File: src/rtl/uart_rx_engine_if.sv
// uart_rx_engine_if
//   Output side of the UART receive engine: held word, its error flags,
//   the valid/ready handshake and the overrun / idle-timeout pulses.
//   master : the receive engine (drives data, flags and pulses; reads rx_ready)
//   slave  : the consumer, e.g. RX FIFO or APB register block (drives rx_ready)
interface uart_rx_engine_if #(
  parameter int unsigned DATA_MAX = 8
);
  logic [DATA_MAX-1:0] rx_data;
  logic                rx_valid;
  logic                rx_ready;
  logic                parity_err;
  logic                frame_err;
  logic                break_det;
  logic                overrun;
  logic                timeout_flag;

  modport master (
    output rx_data, rx_valid, parity_err, frame_err, break_det, overrun, timeout_flag,
    input  rx_ready
  );

  modport slave (
    input  rx_data, rx_valid, parity_err, frame_err, break_det, overrun, timeout_flag,
    output rx_ready
  );
endinterface

File: src/rtl/uart_rx_engine.sv
// uart_rx_engine
//   Oversampled UART receiver with majority-vote bit recovery, configurable
//   frame format (5..DATA_MAX data bits, none/even/odd parity, 1 or 2 stop
//   bits), parity/framing/break classification, a valid/ready output register
//   with overrun detection and an idle timeout.
// Ports:
//   PCLK, PRESET    clock, synchronous active-high reset
//   baud_tick       oversample enable, OVERSAMPLE pulses per bit period
//   rx_en           receiver enable; low aborts any frame in progress
//   rxd             asynchronous serial input, idle high
//   data_bits, parity_en, parity_odd, stop_bit_twice
//                   frame format, latched at start-bit detection
//   busy            receive state machine is not idle
//   rx_if           output word/flags and handshake (master modport)
module uart_rx_engine #(
  parameter int unsigned DATA_MAX     = 8,
  parameter int unsigned OVERSAMPLE   = 16,
  parameter int unsigned TIMEOUT_BITS = 40
) (
  input  logic       PCLK,
  input  logic       PRESET,
  input  logic       baud_tick,
  input  logic       rx_en,
  input  logic       rxd,
  input  logic [3:0] data_bits,
  input  logic       parity_en,
  input  logic       parity_odd,
  input  logic       stop_bit_twice,
  output logic       busy,
  uart_rx_engine_if.master rx_if
);

  localparam int unsigned TW       = $clog2(OVERSAMPLE);
  localparam int unsigned TO_LIMIT = TIMEOUT_BITS * OVERSAMPLE;
  localparam int unsigned TOW      = $clog2(TO_LIMIT + 1);

  localparam logic [TW-1:0] T_S0  = TW'(OVERSAMPLE/2 - 1);
  localparam logic [TW-1:0] T_S1  = TW'(OVERSAMPLE/2);
  localparam logic [TW-1:0] T_DEC = TW'(OVERSAMPLE/2 + 1);
  localparam logic [TW-1:0] T_END = TW'(OVERSAMPLE - 1);

  typedef enum logic [2:0] {
    S_IDLE, S_START, S_DATA, S_PARITY, S_STOP_0, S_STOP_1, S_BRK_WAIT
  } state_t;

  state_t r_state, w_state_nxt;

  logic                r_sync1, r_sync2, r_prev;
  logic [TW-1:0]       r_tick_cnt;
  logic                r_s0, r_s1;
  logic [3:0]          r_bit_cnt;
  logic [DATA_MAX-1:0] r_shift;
  logic                r_par, r_zero, r_perr;
  logic [3:0]          r_len;
  logic                r_par_en, r_par_odd, r_two_stop;

  logic [DATA_MAX-1:0] r_data;
  logic                r_valid, r_perr_o, r_ferr_o, r_brk_o, r_overrun, r_timeout;
  logic [TOW-1:0]      r_to_cnt;

  logic       w_maj, w_dec, w_end, w_start, w_hs;
  logic       w_complete, w_ferr, w_brk;
  logic [3:0] w_len;

  // Majority of the two stored mid-bit samples and the live one.
  assign w_maj   = (r_s0 & r_s1) | (r_s0 & r_sync2) | (r_s1 & r_sync2);
  assign w_dec   = baud_tick && (r_tick_cnt == T_DEC);
  assign w_end   = baud_tick && (r_tick_cnt == T_END);
  // Falling edge judged at tick rate so a short low between ticks is not lost.
  assign w_start = baud_tick && rx_en && (r_state == S_IDLE) && r_prev && !r_sync2;
  assign w_hs    = r_valid && rx_if.rx_ready;

  assign w_len = (data_bits < 4'd5)           ? 4'd5 :
                 (data_bits > 4'(DATA_MAX))   ? 4'(DATA_MAX) : data_bits;

  assign busy = (r_state != S_IDLE);

  always_ff @(posedge PCLK) begin
    if (PRESET) begin
      r_sync1 <= 1'b1;
      r_sync2 <= 1'b1;
    end else begin
      r_sync1 <= rxd;
      r_sync2 <= r_sync1;
    end
  end

  always_ff @(posedge PCLK) begin
    if (PRESET) r_state <= S_IDLE;
    else        r_state <= w_state_nxt;
  end

  always_comb begin
    w_state_nxt = r_state;
    w_complete  = 1'b0;
    w_ferr      = 1'b0;
    w_brk       = 1'b0;
    if (!rx_en) begin
      w_state_nxt = S_IDLE;
    end else begin
      unique case (r_state)
        S_IDLE:  if (w_start) w_state_nxt = S_START;
        S_START: begin
          if (w_dec && w_maj) w_state_nxt = S_IDLE;
          else if (w_end)     w_state_nxt = S_DATA;
        end
        S_DATA: begin
          if (w_end && (r_bit_cnt == r_len - 4'd1))
            w_state_nxt = r_par_en ? S_PARITY : S_STOP_0;
        end
        S_PARITY: if (w_end) w_state_nxt = S_STOP_0;
        S_STOP_0: begin
          if (w_dec) begin
            if (!w_maj) begin
              w_complete  = 1'b1;
              w_ferr      = 1'b1;
              w_brk       = r_zero;
              w_state_nxt = S_BRK_WAIT;
            end else if (!r_two_stop) begin
              w_complete  = 1'b1;
              w_state_nxt = S_IDLE;
            end
          end else if (w_end && r_two_stop) begin
            w_state_nxt = S_STOP_1;
          end
        end
        S_STOP_1: begin
          if (w_dec) begin
            w_complete  = 1'b1;
            w_ferr      = !w_maj;
            w_state_nxt = S_IDLE;
          end
        end
        S_BRK_WAIT: if (baud_tick && r_sync2) w_state_nxt = S_IDLE;
        default: w_state_nxt = S_IDLE;
      endcase
    end
  end

  always_ff @(posedge PCLK) begin
    if (PRESET) begin
      r_prev     <= 1'b1;
      r_tick_cnt <= '0;
      r_s0       <= 1'b0;
      r_s1       <= 1'b0;
      r_bit_cnt  <= '0;
      r_shift    <= '0;
      r_par      <= 1'b0;
      r_zero     <= 1'b0;
      r_perr     <= 1'b0;
      r_len      <= '0;
      r_par_en   <= 1'b0;
      r_par_odd  <= 1'b0;
      r_two_stop <= 1'b0;
    end else begin
      if (baud_tick) r_prev <= r_sync2;
      if (w_start) begin
        r_tick_cnt <= '0;
        r_bit_cnt  <= '0;
        r_shift    <= '0;
        r_par      <= 1'b0;
        r_zero     <= 1'b1;
        r_perr     <= 1'b0;
        r_len      <= w_len;
        r_par_en   <= parity_en;
        r_par_odd  <= parity_odd;
        r_two_stop <= stop_bit_twice;
      end else if (baud_tick && (r_state != S_IDLE)) begin
        r_tick_cnt <= (r_tick_cnt == T_END) ? '0 : r_tick_cnt + TW'(1);
        if (r_tick_cnt == T_S0) r_s0 <= r_sync2;
        if (r_tick_cnt == T_S1) r_s1 <= r_sync2;
        if (w_dec && (r_state == S_DATA)) begin
          for (int unsigned i = 0; i < DATA_MAX; i++)
            if (r_bit_cnt == 4'(i)) r_shift[i] <= w_maj;
          r_par  <= r_par ^ w_maj;
          r_zero <= r_zero & !w_maj;
        end
        if (w_dec && (r_state == S_PARITY)) begin
          // XOR over data+parity must equal 1 in odd mode, 0 in even mode.
          r_perr <= r_par ^ w_maj ^ r_par_odd;
          r_zero <= r_zero & !w_maj;
        end
        if (w_end && (r_state == S_DATA)) r_bit_cnt <= r_bit_cnt + 4'd1;
      end
    end
  end

  always_ff @(posedge PCLK) begin
    if (PRESET) begin
      r_data    <= '0;
      r_valid   <= 1'b0;
      r_perr_o  <= 1'b0;
      r_ferr_o  <= 1'b0;
      r_brk_o   <= 1'b0;
      r_overrun <= 1'b0;
      r_timeout <= 1'b0;
      r_to_cnt  <= '0;
    end else begin
      r_overrun <= 1'b0;
      r_timeout <= 1'b0;
      if (w_complete) begin
        if (!r_valid || rx_if.rx_ready) begin
          r_data   <= r_shift;
          r_perr_o <= r_perr;
          r_ferr_o <= w_ferr;
          r_brk_o  <= w_brk;
          r_valid  <= 1'b1;
        end else begin
          r_overrun <= 1'b1;
        end
      end else if (w_hs) begin
        r_valid  <= 1'b0;
        r_perr_o <= 1'b0;
        r_ferr_o <= 1'b0;
        r_brk_o  <= 1'b0;
      end

      // Counter saturates at the limit so the flag fires once per held word.
      if (w_start || w_hs || !r_valid) begin
        r_to_cnt <= '0;
      end else if (baud_tick && (r_state == S_IDLE) && (r_to_cnt != TOW'(TO_LIMIT))) begin
        r_to_cnt <= r_to_cnt + TOW'(1);
        if (r_to_cnt == TOW'(TO_LIMIT - 1)) r_timeout <= 1'b1;
      end
    end
  end

  assign rx_if.rx_data      = r_data;
  assign rx_if.rx_valid     = r_valid;
  assign rx_if.parity_err   = r_perr_o;
  assign rx_if.frame_err    = r_ferr_o;
  assign rx_if.break_det    = r_brk_o;
  assign rx_if.overrun      = r_overrun;
  assign rx_if.timeout_flag = r_timeout;

endmodule
File: src/flat_wrapper.sv
// flat-port wrapper written by rule: the top's interface ports become plain ports
module uart_rx_engine_flat 
#(
  parameter int unsigned DATA_MAX     = 8,
  parameter int unsigned OVERSAMPLE   = 16,
  parameter int unsigned TIMEOUT_BITS = 40
)
  (PCLK, PRESET, baud_tick, rx_en, rxd, data_bits, parity_en, parity_odd, stop_bit_twice, busy, rx_if_rx_data, rx_if_rx_valid, rx_if_parity_err, rx_if_frame_err, rx_if_break_det, rx_if_overrun, rx_if_timeout_flag, rx_if_rx_ready);
  uart_rx_engine_if #(.DATA_MAX(DATA_MAX)) rx_if_i ();
  input  logic PCLK;
  input  logic PRESET;
  input  logic baud_tick;
  input  logic rx_en;
  input  logic rxd;
  input  logic [3:0] data_bits;
  input  logic parity_en;
  input  logic parity_odd;
  input  logic stop_bit_twice;
  output logic busy;
  output wire logic [$bits(rx_if_i.rx_data)-1:0] rx_if_rx_data;
  output wire logic [$bits(rx_if_i.rx_valid)-1:0] rx_if_rx_valid;
  output wire logic [$bits(rx_if_i.parity_err)-1:0] rx_if_parity_err;
  output wire logic [$bits(rx_if_i.frame_err)-1:0] rx_if_frame_err;
  output wire logic [$bits(rx_if_i.break_det)-1:0] rx_if_break_det;
  output wire logic [$bits(rx_if_i.overrun)-1:0] rx_if_overrun;
  output wire logic [$bits(rx_if_i.timeout_flag)-1:0] rx_if_timeout_flag;
  input wire logic [$bits(rx_if_i.rx_ready)-1:0] rx_if_rx_ready;
  assign rx_if_rx_data = rx_if_i.rx_data;
  assign rx_if_rx_valid = rx_if_i.rx_valid;
  assign rx_if_parity_err = rx_if_i.parity_err;
  assign rx_if_frame_err = rx_if_i.frame_err;
  assign rx_if_break_det = rx_if_i.break_det;
  assign rx_if_overrun = rx_if_i.overrun;
  assign rx_if_timeout_flag = rx_if_i.timeout_flag;
  assign rx_if_i.rx_ready = rx_if_rx_ready;
  uart_rx_engine #(.DATA_MAX(DATA_MAX), .OVERSAMPLE(OVERSAMPLE), .TIMEOUT_BITS(TIMEOUT_BITS)) u_core (.PCLK(PCLK), .PRESET(PRESET), .baud_tick(baud_tick), .rx_en(rx_en), .rxd(rxd), .data_bits(data_bits), .parity_en(parity_en), .parity_odd(parity_odd), .stop_bit_twice(stop_bit_twice), .busy(busy), .rx_if(rx_if_i));
endmodule
File: config.mk
export PLATFORM = sky130hd
export DESIGN_NAME = uart_rx_engine_flat
export DESIGN_NICKNAME = d
export VERILOG_FILES = /design/src/rtl/uart_rx_engine_if.sv /design/src/rtl/uart_rx_engine.sv /design/src/flat_wrapper.sv
export SDC_FILE = /design/constraint.sdc
export NUM_CORES = 1
export LEC_CHECK = 0
export BUFFER_PORTS_ARGS = -buffer_cell sky130_fd_sc_hd__buf_2
export CORE_MARGIN = 5
export CORE_UTILIZATION = 50
export DETAILED_ROUTE_END_ITERATION = 7
export PLACE_DENSITY_LB_ADDON = 0.12
export SYNTH_ARGS = -nofsm -noshare
export SYNTH_HDL_FRONTEND = slang
export SYNTH_SLANG_ARGS = --single-unit
File: constraint.sdc
create_clock -name PCLK -period 1.9 [get_ports PCLK]
set_clock_uncertainty 0.2 [all_clocks]
set_input_delay 0.095 -clock PCLK [delete_from_list [all_inputs] [get_ports PCLK]]
set_output_delay 0.095 -clock PCLK [all_outputs]
set_load 0.01 [all_outputs]
* Yosys cells after proc, flatten, opt, wreduce, memory -nomap -nowiden
Cells that the tools add are included. Widths: inputs -> output; s select.
Word-level totals: register bits after elaboration 58, bits of input ports 13, output and inout port bits 15, logic and storage cells 175
Operators by class: $add $sub $neg 4, order comparisons 2, equality and inequality tests 29, muxes and demuxes 46, bitwise gates (word level) 12, reduce and logical (&&, ||, !) cells 51
Operators by type and width (number):
- $mux 3 | 12
- $reduce_and 3->1 | 10
- $mux 1 | 28
- $pmux 3 s7 | 1
- $eq 4x3->1 const B | 5
- $logic_and 1x1->1 | 17
- $eq 4x4->1 const B | 3
- $mux 4 | 3
- $reduce_and 2->1 | 6
- $add 10x1->10 const B | 1
- $eq 10x10->1 const B | 1
- $ne 10x10->1 const B | 1
- $ne 2x1->1 const B | 5
- $eq 3x3->1 const B | 3
- $add 4x1->4 const B | 2
- $eq 4x2->1 const B | 2
- $reduce_and 8->1 | 1
- $reduce_or 2->1 | 4
- $eq 3x2->1 const B | 2
- $ne 3x1->1 const B | 2
- $reduce_bool 3->1 | 2
- $and 1x1->1 | 4
- $eq 4x1->1 const B | 1
- $eq 4x4->1 | 1
- 16 further kinds | 27

* Depth between registers and ports, before layout
depth in word-level cells 9, mapped depth 8

* Least setup slack after synthesis
No wires, ideal clock.
path type flip-flop to flip-flop, start register u_core.r_tick_cnt[0], end register u_core.r_data[0] (netlist: u_core.rx_if.rx_data[0]), setup time 0.132 ns, arrival 1.682 ns, data required time 1.568 ns, slack -0.114 ns, cell stages (with the launch flop) 8, buffers on the path 1, cells stage by stage dfxtp_1 ha_1 nand4b_4 a2111o_1 nand2b_4 buf_6 nand2_1 a21oi_1
On the way: longest elaborated chain between the ends 6
Ends and longest elaborated chain:
- start: declaration | line uart_rx_engine.sv:49 | logic [TW-1:0] r_tick_cnt;
- start signal: assignment | line uart_rx_engine.sv:169 | r_tick_cnt <= (r_tick_cnt == T_END) ? '0 : r_tick_cnt + TW'(1);
- $eq 4x4->1 * | line uart_rx_engine.sv:67 | assign w_dec = baud_tick && (r_tick_cnt == T_DEC);
- $logic_and 1x1->1 * | line uart_rx_engine.sv:67
- $mux 1 (on tied branches) | line uart_rx_engine.sv:128, uart_rx_engine.sv:113
- $pmux 1 s2 * | line uart_rx_engine.sv:101 | unique case (r_state)
- $mux 1 * | line uart_rx_engine.sv:98 | if (!rx_en) begin
- $reduce_and 2->1 (no line) *
- end signal: assignment | line uart_rx_engine.sv:203 | r_data <= r_shift;
- end: declaration | line uart_rx_engine.sv:57 | logic [DATA_MAX-1:0] r_data;
Every way passes the cells marked *; elsewhere a longest branch is shown, timed or not. A chain may end at the register's enable or synchronous reset.

* Worst setup path in the final report
start register u_core.r_state[2], end register u_core.r_tick_cnt[2]
On the way: longest elaborated chain between the ends 5
Ends and longest elaborated chain:
- start: declaration | line uart_rx_engine.sv:46 | state_t r_state, w_state_nxt;
- start signal: assignment | line uart_rx_engine.sv:90 | else r_state <= w_state_nxt;
- $logic_not 3->1 | line uart_rx_engine.sv:70 | assign w_start = baud_tick && rx_en && (r_state == S_IDLE) && r_prev && !r_sync2;
- $logic_and 1x1->1 (3 in series) | line uart_rx_engine.sv:70
- $reduce_or 2->1 (no line)
Parallel ways exist; a longest one is shown, timed or not.

==> flow_metrics.tcl <==
set metrics [dict create \
    synth-main-ff-cell "dfxtp_1" \
    drc_errors 0 \
    fin_setup_tns_ps -1790 \
    cts.path.max_buffers 2 \
    leakagePower_nw 1.62 \
    yosys.area_share.simple 0.290 \
    synth_area_leaders "dfxtp_1 (39%), nand2_1 (6.6%), a21oi_1 (5.7%)" \
    p_per_area_nw_per_um2 616 \
    rsz0062_at_grt "yes" \
    cp_top_family "simple AND/OR/NAND/NOR gates" \
    synth_nets 373 \
    ys_seq_area_frac 0.392 \
    yosys.area.top_type_share 0.392 \
    end_kind "flop" \
    synthAdderAreaFrac 0.0460 \
    cts-root-buf "clkbuf_8" \
    ir_worst_vdd_mv 0.496 \
    synth_top_area_cell "dfxtp_1" \
    crit_slowest_cell "or4b_4" \
    synthesis.area_um2 2960 \
    die_w_um 87.0 \
    port_buffers 27 \
    path_cells "or4b_4 > buf_6 > o21ai_4 > buf_6 > clkbuf_16 > nor2_4" \
    yosys-top-cells-count "dfxtp_1 (58), nand2_1 (52), a21oi_1 (34)" \
    antenna_left 0 \
    grt_start_max_net_pins 25 \
    synthMuxAreaShare 0.0101 \
    ys_async_sr_fraction 0 \
    synth_edf_count 0 \
    synth.distinct_cells 60 \
    outcome "finished, violations left" \
    max-slew-margin-rel 0.692 \
    clk_pin_slew_worst_paths_ps 70 \
    die_area_um2 7560 \
    reg2reg_to "u_core.r_tick_cnt[2]$_SDFFE_PP0P_" \
    cts_made_buffers 9 \
    worst_pin_slew_ps 458 \
    synth_top_family_by_area "simple AND/OR/NAND/NOR gates" \
    critPathBufInv 3 \
    holdCritStartpoint "baud_tick" \
    syn_to_final_growth_pct 45.1 \
    synth.most_common_cell "dfxtp_1" \
    timing.final.ws_setup_ps -79.1 \
    initial_core_util 0.506 \
    final_cells 527 \
    finalHoldViolCount 0 \
    top_level_ports 28 \
    ctsHtreeMaxLevel 3 \
    synth.avg_cell_area_um2 8.46 \
    r2r_slack_ps -80 \
    ys_warn_count 0 \
    die_h_um 87.0 \
    wl_per_cell_um 14.5 \
    grt_pass1_vias 2586 \
    maxSlewViolCount 0 \
    antenna_found_initial 0 \
    gp_congestion 0.973 \
    hold_path_class "input pin to flop" \
    min_period_over_period 1.04 \
    wl_um 7630 \
    crit_arrival_ps 2010 \
    post-dp-hpwl_um 4660 \
    cpMostUsedCell "buf_6" \
    synth_xor_area_frac 0.0621 \
    critPathKind "flop to flop" \
    syn_inst 350 \
    ys_seq_elements 58 \
    overflow 0 \
    cp_max_fo 6 \
    max_cap_violations 0 \
    regToRegStartpoint "u_core.r_state[2]$_SDFFE_PP0P_" \
    hold-path-endpoint "u_core.r_tick_cnt[1]$_SDFFE_PP0P_" \
    vias_per_cell 5.34 \
    drtIter0Drc 195 \
    synth-compound-area-share 0.152 \
    reg2reg_depth 6 \
    cpPeakStageDelay_ps 590 \
    fin_crit_ps 1980 \
    antennaDiodeCount 0 \
    final_util 0.735 \
    cts_sinks 58 \
    worst_setup_path_start_kind "flop" \
    layout-drive-gt1-share 0.412 \
    vias 2815 \
    clk_latency_ps 340 \
    core_um2 5850 \
    fin_nets 470 \
    post-place-cells 479 \
    grt_pass1_wl_um 11800 \
    grt_usage 0.198 \
    cp.required_ps 1930 \
    setup_viol 40 \
    cts_tree "built" \
    holdPathStages 4 \
    firstDrtPassIters 5 \
    failed_checks "negative setup slack" \
    rows 28 \
    fmax_ghz 0.505 \
]
-- layer usage --
metal	up-vias	GRT usage	wire length [µm]
li1	1409	-	-
met1	1302	0.264	3490
met2	91	0.301	3520
met3	13	0.0587	490
met4	0	0.0751	122
met5	-	0	0
-- flip-flops by register name, summed over array words and instances, names as in the netlist, 3 cells and up --
| signal | flops |
|---|---|
| u_core.r_to_cnt | 10 |
| u_core.r_shift | 8 |
| u_core.rx_if.rx_data | 8 |
| u_core.r_bit_cnt | 4 |
| u_core.r_len | 4 |
| u_core.r_tick_cnt | 4 |
| u_core.r_state | 3 |
-- tightest hold or removal path: cells and delay by family --
kind | cells | cell delay, ps
AND/OR/NAND/NOR | 1 | 90
buffers and inverters | 2 | 300
AO/OA/AOI/OAI | 1 | 50
-- how the worst max path moves through the flow --
| stage | startpoint | depth (start not counted) | slack (ps) | to |
|---|---|---|---|---|
| after floorplan | u_core.r_tick_cnt[1]$_SDFFE_PP0P_ | 8 | -20 | u_core.rx_if.rx_data[0]$_SDFFE_PP0P_ |
| after global placement | u_core.r_state[0]$_SDFFE_PP0P_ | 5 | -40 | u_core.r_to_cnt[7]$_SDFFE_PP0P_ |
| after detailed placement | u_core.r_state[1]$_SDFFE_PP0P_ | 5 | -50 | u_core.r_to_cnt[7]$_SDFFE_PP0P_ |
| after CTS | u_core.r_state[1]$_SDFFE_PP0P_ | 6 | -50 | u_core.r_to_cnt[2]$_SDFFE_PP0P_ |
| after global routing | u_core.r_s0$_SDFFE_PP0P_ | 6 | -180 | u_core.r_state[2]$_SDFFE_PP0P_ |
| final | u_core.r_state[2]$_SDFFE_PP0P_ | 6 | -80 | u_core.r_tick_cnt[2]$_SDFFE_PP0P_ |
-- power by group --
part           internal (W)  leakage (nW)  switching [W]
Combinational     0.0000849          1.04      0.0000789
Sequential          0.00122         0.472     0.00000331
Clock              0.000769         0.109       0.000494
Total               0.00207          1.62       0.000577
-- layout by cell type, fill, tap and decap left out, types with 4 or more instances in the layout --
master / netlist / layout
a21oi_2: 0 / 16
nand4_1: 7 / 7
buf_6: 2 / 9
nor3_1: 5 / 4
nand3_1: 21 / 16
inv_1: 12 / 11
nand2_1: 52 / 42
xor2_1: 13 / 12
nor2b_1: 9 / 8
nor2_4: 3 / 9
xnor2_1: 8 / 7
nand2b_1: 5 / 4
buf_4: 3 / 50
buf_2: 6 / 27
clkbuf_8: 0 / 10
nand2_2: 0 / 9
ha_1: 10 / 7
nor2_1: 31 / 24
nand3_2: 0 / 4
dfxtp_2: 0 / 6
dfxtp_1: 58 / 50
dlygate4sd3_1: 0 / 11
a21oi_1: 34 / 18
o21ai_0: 9 / 9
-- final cells by class --
class,count,area (µm²)
multi-input cells,264,1950
fillers,398,1550
flip-flops and latches,58,1180
repair buffers,101,807
clock buffers,11,141
well taps,75,93.8
clock inverters,5,77.6
inverters,13,48.8
-- cell families (layout without fill, tap and decap cells) --
group / Yosys count / in the layout
and+or+nand+nor: 159 / 160
buffers and inverters: 29 / 130
DFF: 58 / 58
AOI/OAI and AO/OA: 69 / 69
adders and majority gates: 11 / 11
muxes: 3 / 3
xor gates and xnor gates: 21 / 21
-- what timing repair did --
item,in CTS,in global routing
pin swaps,13,30
setup buffers,10,8
hold endpoints to repair,16,0
cloned,0,4
endpoints found under the setup margin,27,49
hold buffers,11,0
resized for setup,16,73
-- stage by stage --
step / instance area (µm²) / setup WS, ps / total power (W) / hold WS (ps)
2_1_floorplan: 2980 / -16.2 / 0.00131 / -9.39
3_3_place_gp: 3450 / -42.1 / 0.00134 / 80.2
3_5_place_dp: 3450 / -52.0 / 0.00134 / 82.2
4_1_cts: 3910 / -53.7 / 0.00262 / 18.1
5_1_grt: 4300 / -184 / 0.00275 / 40.3
6_report: 4300 / -79.1 / 0.00265 / 32.3
(Power assumes the default switching activity.)
